`config.mk`:
```
export PLATFORM = sky130hd
export DESIGN_NAME = pc_secuenciador
export DESIGN_NICKNAME = d
export VERILOG_FILES = /design/src/rtl/pc_secuenciador.sv
export SDC_FILE = /design/constraint.sdc
export NUM_CORES = 1
export LEC_CHECK = 0
export ABC_AREA = 1
export BUFFER_PORTS_ARGS = -buffer_cell sky130_fd_sc_hd__buf_2
export CAP_MARGIN = 20
export CORE_MARGIN = 2
export CORE_UTILIZATION = 55
export DETAILED_ROUTE_END_ITERATION = 8
export HOLD_SLACK_MARGIN = 0.15
export PLACE_DENSITY_LB_ADDON = 0.15
export SLEW_MARGIN = 20
export SYNTH_ARGS = -nofsm -noshare
export SYNTH_HDL_FRONTEND = slang
export SYNTH_SLANG_ARGS = --single-unit
```
`constraint.sdc`:
```
create_clock -name clk -period 2 [get_ports clk]
set_clock_uncertainty 0.15 [all_clocks]
set_input_delay 0.1 -clock clk [delete_from_list [all_inputs] [get_ports clk]]
set_output_delay 0.1 -clock clk [all_outputs]
set_load 0.02 [all_outputs]
```
`src/rtl/pc_secuenciador.sv`:
```
// Fetch-stage program counter: registered PC, next-PC selection with stall hold,
// branch/jump redirect buffered across stalls, and an IDLE/RUN/HALTED sequencer.
module pc_secuenciador #(
    parameter int unsigned          PC_WIDTH = 11,
    parameter int unsigned          STEP     = 1,
    parameter logic [PC_WIDTH-1:0]  RESET_PC = '0
) (
    input  logic                clk,
    input  logic                reset,
    input  logic                start,
    input  logic                halt,
    input  logic                stall,
    input  logic                branch_taken,
    input  logic [PC_WIDTH-1:0] branch_target,
    input  logic                jump,
    input  logic [PC_WIDTH-1:0] jump_target,
    output logic [PC_WIDTH-1:0] pc_actual,
    output logic [PC_WIDTH-1:0] pc_incrementado,
    output logic                pc_valid,
    output logic                redirect_pend
);

    localparam logic [PC_WIDTH-1:0] STEP_W = PC_WIDTH'(STEP);

    typedef enum logic [1:0] {
        IDLE   = 2'd0,
        RUN    = 2'd1,
        HALTED = 2'd2
    } state_t;

    state_t              state_q, state_d;
    logic [PC_WIDTH-1:0] pc_q, pc_d;
    logic [PC_WIDTH-1:0] tgt_q, tgt_d;
    logic                pend_q, pend_d;
    logic                valid_q, valid_d;

    always_comb begin
        state_d = state_q;
        pc_d    = pc_q;
        tgt_d   = tgt_q;
        pend_d  = pend_q;
        unique case (state_q)
            IDLE, HALTED: begin
                if (start) state_d = RUN;
            end
            RUN: begin
                if (halt) begin
                    state_d = HALTED;
                    pend_d  = 1'b0;
                end else if (stall) begin
                    // Newest redirect seen during the stall is the one kept.
                    if (branch_taken) begin
                        tgt_d  = branch_target;
                        pend_d = 1'b1;
                    end else if (jump) begin
                        tgt_d  = jump_target;
                        pend_d = 1'b1;
                    end
                end else if (branch_taken) begin
                    pc_d   = branch_target;
                    pend_d = 1'b0;
                end else if (jump) begin
                    pc_d   = jump_target;
                    pend_d = 1'b0;
                end else if (pend_q) begin
                    pc_d   = tgt_q;
                    pend_d = 1'b0;
                end else begin
                    pc_d = pc_q + STEP_W;
                end
            end
            default: state_d = IDLE;
        endcase
        valid_d = (state_d == RUN);
    end

    always_ff @(posedge clk or posedge reset) begin
        if (reset) begin
            state_q <= IDLE;
            pc_q    <= RESET_PC;
            tgt_q   <= '0;
            pend_q  <= 1'b0;
            valid_q <= 1'b0;
        end else begin
            state_q <= state_d;
            pc_q    <= pc_d;
            tgt_q   <= tgt_d;
            pend_q  <= pend_d;
            valid_q <= valid_d;
        end
    end

    assign pc_actual       = pc_q;
    assign pc_incrementado = pc_q + STEP_W;
    assign pc_valid        = valid_q;
    assign redirect_pend   = pend_q;

endmodule

```
==> run summary, run 1 <==
The run finished with clean final reports. The area occupied by registers is 651 sq um. The count of final hold-check violations is 0. The number of buffers inserted by port buffering is 52. The biggest cell delay along the critical path came out at 0.46 ns.

Of all nets on the critical path, the largest fanout is 7. The per-cell routed wire length is 12.6 um. Wire segments on met2 add up to 2250 um in the final route. The number of placed instances with taps included came out at 321. The headroom to the max-slew limit came out at 0.758. After synthesis, the netlist uses 30 different library cells.

The detailed placer's ending HPWL is 3030 um. The critical path in this run is classified as flip-flop to primary output. The clock buffer count from CTS came out at 3. The total overflow left after global routing is 0. The mean number of vias per cell is 5.16.

The total routed wire length on the met1 layer came out at 1970 um. In this run the top signal layer used is met4. After floorplanning, the core was divided into 20 placement rows. The number of setup violations in the final report came out at 0. The largest individual stage delay along the critical path comes from the cell sky130_fd_sc_hd__dfrtp_1. The final standard cell count with taps included and fillers excluded came out at 355. The sequential fraction of design power is 0.336. The post-detailed-routing wire length came out at 4460 um. The number of top-level design ports is 53. The relative contribution of combinational cells to total power is 0.588.

At the worst endpoint, the required time is 1.75 ns. The clock tree from TritonCTS is yes. The number of filler instances in the final layout came out at 235. The initial standard-cell utilization of the core is 0.573. The total DRC errors in the routed layout came out at 0. The chip width is 60.0 um. Max-cap violations in this run came to 0. The worst setup path is captured at a primary output. The initial antenna violation count is 0. The total internal power came out at 1.43 mW. The post-route minimum period is 1.88 ns. The floorplan die height came out at 60.0 um.

In this run the clock root is driven by a sky130_fd_sc_hd__clkbuf_4. The data arrival time of the worst path came out at 1.63 ns. In this design, the critical path's most frequently occurring cell is sky130_fd_sc_hd__nand2_1.

The combined area of the multi-input logic cells is 828 sq um. The level count of the clock H-tree is 1. The maximum number of pins on one net before global-route repair came out at 27.

The register area share after synthesis came out at 0.378. The worst-case IR drop observed on VDD is 0.000403 V. The first global-routing pass estimated 7100 um of wire. At the later pin of the worst-skew pair, clock insertion delay measures 0.32 ns. The antenna violation net count after detailed routing is 0. The number of design-rule violations left by the first detailed-router iteration came out at 78. The count of vias placed by the detailed router is 1833. The number of clock sinks is 26.

The accumulated negative setup slack is 0 ns. Summed over all cells, the static leakage comes to 1.25 nW. The synthesized area is 1720 sq um. The switching share of power is 0.504. The standard cell core area came out at 3000 sq um. In the global route stage, overall resource usage came out at 0.264. The cell count after synthesis came out at 241. Walking the worst path, the cells encountered are ha_1, nand3_2, nor2_4, nand2_1, nand2_1, nand2_1, buf_2. The number of slew-limit violations in the final report came out at 0. The post-cts sizing count came out at 0.

The share of flip-flops with an asynchronous set or reset is 1.00. The number of nets in the synthesized netlist came out at 271. The total power per unit cell area is 1250 nW/um^2.

The pre-antenna-repair detailed-routing pass consisted of 4 iterations. Among all flip-flop cells after synthesis, the most frequent one is sky130_fd_sc_hd__dfrtp_1. Counting flops with a built-in enable in the synthesized netlist gives 0. The die area is 3590 sq um. The number of buffers between clock root and the deepest sink came out at 2. The worst-case register-to-register setup slack came out at 0.43 ns. The net switching power came out at 1.45 mW.

The share of layout cells above drive strength 1 came out at 0.248. Counting flops and latches in the post-synthesis netlist gives 26. The routed length on met3 came out at 206 um. The path class of the tightest hold or removal check is input port to flip-flop. The total of hold buffers inserted after clock tree synthesis is 31. The worst setup slack after placement is 0.446 ns. The maximum clock frequency came out at 0.533 GHz. The net count reported at finish is 354. Averaged over all synthesized cells, the footprint is 7.14 sq um. From synthesis to final layout, the design area changed by 34.4%. The number of diodes added for antenna fixing is 0.

The post-CTS setup-driven buffer insertion count came out at 0. The total of warnings raised by yosys is 0. The clock transition at the registers of the reported paths came out at 0.13 ns. Setup repair after global routing left no endpoint under its margin. At the end of the flow the core is filled with cells to 0.770. The clock share of power came out at 0.077. The via count of the first global-routing pass was 1628. The congestion estimate from routability-driven global placement came to 0.777. STA classifies the critical path startpoint as a flip-flop. The slack of the critical path is 0.123 ns. The actual slew at the worst max-slew pin is 0.364 ns.

The post-route clock period utilization came out at 0.938.
-- Yosys cell counts, types with 4 or more instances --
master / number / share of area
sky130_fd_sc_hd__nand2_1: 52 / 0.11
sky130_fd_sc_hd__o21ai_0: 16 / 0.047
sky130_fd_sc_hd__inv_1: 43 / 0.094
sky130_fd_sc_hd__a211oi_1: 4 / 0.017
sky130_fd_sc_hd__dfrtp_1: 26 / 0.38
sky130_fd_sc_hd__nand3_1: 11 / 0.032
sky130_fd_sc_hd__a31oi_1: 5 / 0.018
sky130_fd_sc_hd__a21oi_1: 24 / 0.070
sky130_fd_sc_hd__nor2_1: 21 / 0.046
sky130_fd_sc_hd__o21ai_2: 10 / 0.051
-- through the flow --
step | area [sq um] | total power [mW] | hold slack (ns)
global placement | 1980 | 2.56 | 0.0234
floorplan | 1720 | 2.11 | -0.00998
global route | 2310 | 3.11 | 0.193
detailed placement | 1980 | 2.61 | 0.0201
finish | 2310 | 2.88 | 0.147
CTS | 2310 | 2.88 | 0.155
-- kinds of logic after synthesis --
group                    after synthesis  synth area share
AO/OA/AOI/OAI                         64             0.222
XOR/XNOR                               3            0.0153
adder cells (fa/ha/maj)                1           0.00727
buffers and inverters                 55             0.141
flip-flops                            26             0.378
AND/OR/NAND/NOR                       92             0.236
-- power groups by stage --
stage | clock network [mW] | logic, mW | registers [mW]
6_report | 0.221 | 1.69 | 0.968
5_1_grt | 0.241 | 1.87 | 0.996
4_1_cts | 0.219 | 1.69 | 0.962
3_5_place_dp | 0 | 1.63 | 0.976
3_3_place_gp | 0 | 1.61 | 0.957
2_1_floorplan | 0 | 1.02 | 1.09
-- worst max-delay path, delay by kind of cell (launching register included) --
family	cells	cell delay [ns]
AND/OR/NAND/NOR	5	0.47
buffers and inverters	1	0.15
flip-flops	1	0.46
adder cells (fa/ha/maj)	1	0.23
-- cells in the final DEF, fill, tap and decap left out, types with 3 or more instances in the layout --
cell	instances
sky130_fd_sc_hd__clkbuf_4	3
sky130_fd_sc_hd__a31oi_1	5
sky130_fd_sc_hd__dfrtp_1	26
sky130_fd_sc_hd__nor2_4	3
sky130_fd_sc_hd__nand3_1	11
sky130_fd_sc_hd__inv_1	43
sky130_fd_sc_hd__buf_2	52
sky130_fd_sc_hd__o21ai_0	16
sky130_fd_sc_hd__inv_2	3
sky130_fd_sc_hd__nor2_1	21
sky130_fd_sc_hd__o21ai_2	10
sky130_fd_sc_hd__dlygate4sd3_1	31
sky130_fd_sc_hd__nand2_1	52
sky130_fd_sc_hd__a211oi_1	4
sky130_fd_sc_hd__a21oi_1	24
-- cell type report --
| type | count | share of cell area |
|---|---|---|
| Multi-Input combinational cell | 160 | 0.358 |
| Clock buffer | 3 | 0.00973 |
| Sequential cell | 26 | 0.281 |
| Timing Repair Buffer | 85 | 0.253 |
| Inverter | 48 | 0.0800 |
| Tap cell | 33 | 0.0178 |
-- per-layer routing --
layer / GRT usage / vias up
li1: - / 934
met1: 0.348 / 837
met2: 0.467 / 58
met3: 0.0260 / 4
met4: 0.0540 / 0
met5: 0 / -
-- flip-flops by register name, summed over array words and instances (netlist names) --
name / cells
pc_actual: 11
redirect_pend: 1
pc_valid: 1
tgt_q: 11
state_q: 2
-- worst paths after layout --
check,start,endpoint,cells past startpoint
max,pc_actual[0],pc_incrementado[8],7
min,stall,redirect_pend,5
min reg2reg,tgt_q[1],tgt_q[1],2
max reg2reg,pc_actual[0],pc_actual[6],6
min in group asynchronous,reset,state_q[0],4
max in group asynchronous,reset,redirect_pend,4
(Power assumes the default switching activity.)
==> inputs of run 2 (changes only) <==
--- a/config.mk
+++ b/config.mk
@@ -8,6 +8,7 @@
 export ABC_AREA = 1
 export BUFFER_PORTS_ARGS = -buffer_cell sky130_fd_sc_hd__buf_2
 export CAP_MARGIN = 20
+export CORE_ASPECT_RATIO = 1.2
 export CORE_MARGIN = 2
 export CORE_UTILIZATION = 55
 export DETAILED_ROUTE_END_ITERATION = 8
==> run 2 against run 1 <==
Effect of this change: total power increased by 2.6%; non-clock buffer count increased by 9; combinational power increased by 5%; register-to-register slack got worse by 0.31 ns; clock power increased by 4%; flip-flop and latch count unchanged; via count increased by 4.3%; sequential power decreased by 2%; critical path type is now flip-flop to flip-flop; sequential share of layout area decreased by 1.3 points; largest power group unchanged.
==> run summary, run 2 (same netlist as run 1, synthesis figures left out) <==
Dividing the detail-routed wire length by the instance count gives 12.9 um. The floorplan has 22 rows. The worst hold slack across all endpoints is 0.224 ns. The run finished with clean final reports. The number of clock sinks came out at 26. The die covers 3600 sq um. CTS built an H-tree with a depth of 1.

Setup repair after global routing could not meet its margin everywhere. The total DRC errors in the routed layout came out at 0. Of the cells placed in the final design, the portion with a size suffix greater than 1 is 0.260. The worst supply voltage drop on vdd came out at 0.00112 V.

The total routed wire length on the met1 layer came out at 2080 um. The slack of the critical path is 0.117 ns. The chip width is 55.1 um. The maximum clock frequency came out at 0.531 GHz.

For this run, the total global-route usage over all layers was measured as 0.289. The number of filler instances in the final layout is 213. The data required time of the worst path came out at 2.07 ns. The total power per unit cell area is 1220 nW/um^2.

The leakage power of the design is 1.31 nW. The clock transition at the registers of the reported paths is 0.14 ns. The maximum number of pins on one net before global-route repair is 27. The standard cell core area came out at 3030 sq um. The headroom to the max-slew limit is 0.738. In this run the remaining antenna-violating nets after routing total 0. The share of the core filled with cells is 0.804. The count of vias placed by the detailed router came out at 1912. The post-synthesis to final-layout area growth is 41.4%. The launching element type of the critical path is a flip-flop. Along the worst path, the maximum fanout reaches 6. Using the TritonRoute via totals, the vias-per-cell ratio works out to 5.21. The count of final hold-check violations is 0.

Setup violations remaining at the end of the flow were counted as 0. The critical path is of the flip-flop to flip-flop type. The number of slew-limit violations in the final report came out at 0. The class of the tightest hold or removal check is input port to asynchronous set/reset pin. The count of maximum capacitance violations came out at 0. Measured along the y axis, the die boundary spans 65.3 um. The number of diodes added for antenna fixing came out at 0. The actual slew at the worst max-slew pin came out at 0.393 ns.

The leftover overflow at the end of global routing came out at 0. During I/O placement, the number of pins put on the boundary was 53. The net count of the finished layout is 363. TritonCTS created 3 clock buffers. The via count of the first global-routing pass came out at 1760.

The wire length of the first global-routing pass is 7800 um. The initial utilization of the core area, before any placement, comes to 0.569. Counting along the longest clock path gives a buffer depth of 2. The data arrival time of the worst path is 1.95 ns. Signal routing reaches up to met4. The post-detailed-routing wire length came out at 4720 um. TritonCTS built the clock tree. Routability-driven placement finished with a final weighted congestion of 0.786. The worst setup slack after placement came out at 0.421 ns. STA classifies the critical path endpoint as a flip-flop.

The clock insertion delay at the later pin of the skew report came out at 0.32 ns. Once detailed placement completed, the half-perimeter wirelength came to 2840 um. The number of buffers inserted by port buffering is 52.

Leaving out fill and tap cells, the most frequent cell in the layout is sky130_fd_sc_hd__nand2_1. The wire length on met2 came out at 2370 um. The tree is rooted in a sky130_fd_sc_hd__clkbuf_4. The top cell types in the final layout, fill and taps aside, are sky130_fd_sc_hd__nand2_1, sky130_fd_sc_hd__buf_2, sky130_fd_sc_hd__inv_1. The routed length on met3 is 203 um. For this run, the detailed router's first-pass iteration total came to 5.

The number of design-rule violations left by the first detailed-router iteration came out at 94. The post-route minimum period came out at 1.88 ns. The initial antenna violation count came out at 0. The post-route clock period utilization came out at 0.942.
run 2: cell count changes in the layout (fill, tap and decap cells not counted), moves of 2 or more:
cell                            delta
sky130_fd_sc_hd__buf_4             +2
sky130_fd_sc_hd__a211oi_1          -3
sky130_fd_sc_hd__a211oi_2          +3
sky130_fd_sc_hd__dlygate4sd3_1     +7
run 2: worst max-delay path, stage by stage, from the launching register on:
cell	delay (ns)
sky130_fd_sc_hd__dfrtp_1	0.43
sky130_fd_sc_hd__nor2_4	0.15
sky130_fd_sc_hd__inv_2	0.07
sky130_fd_sc_hd__a21oi_2	0.16
sky130_fd_sc_hd__nand2_4	0.11
sky130_fd_sc_hd__nand2_1	0.08
sky130_fd_sc_hd__o21ai_0	0.06
sky130_fd_sc_hd__dlygate4sd3_1	0.56
run 2: power by group:
group | leakage [nW] | total, mW | switching (mW) | internal, mW
clock network | 0.0138 | 0.229 | 0.158 | 0.0706
registers | 0.308 | 0.952 | 0.199 | 0.753
logic | 0.991 | 1.78 | 1.12 | 0.663
total | 1.31 | 2.96 | 1.47 | 1.49
run 2: area by class of cell:
type	count	area (sq um)	share of cell area
clock buffer	3	22.5	0.00925
inverter	48	185	0.0761
multi-input combinational	160	856	0.352
sequential	26	652	0.268
tap	36	45.0	0.0185
timing repair buffer	94	673	0.277
run 2: path summary, 6_finish.rpt:
path                              startpoint            to  slack, ns  cells past startpoint
worst max register to register    state_q[1]      tgt_q[1]       0.12                      7
max in group asynchronous              reset  pc_actual[0]       1.20                      4
worst max-delay path              state_q[1]      tgt_q[1]       0.12                      7
worst min register to register    state_q[0]      pc_valid       0.37                      1
worst min-delay path                   reset    state_q[1]       0.22                      4
min in group clk                branch_taken      tgt_q[2]       0.23                      4
run 2: metal layers:
layer / up-vias / GRT usage
met2: 60 / 0.473
met5: - / 0
met1: 896 / 0.398
met3: 8 / 0.0295
met4: 0 / 0.0854
li1: 948 / -
run 2: what timing repair did:
item | in CTS | in global routing
resized for setup | 0 | 7
hold buffers | 40 | 0
buffers inserted | 0 | 2
setup endpoints to repair | 0 | 8
hold endpoints to repair | 52 | 0
run 2: per-stage QoR:
step / total power, mW / cells / TNS (ns) / instance area [sq um]
2_1_floorplan: 2.11 / 241 / 0 / 1720
4_1_cts: 2.89 / 367 / 0 / 2410
3_3_place_gp: 2.54 / 324 / 0 / 1980
5_1_grt: 3.24 / 367 / -0.000969 / 2430
6_report: 2.96 / 367 / 0 / 2430
3_5_place_dp: 2.58 / 324 / 0 / 1980
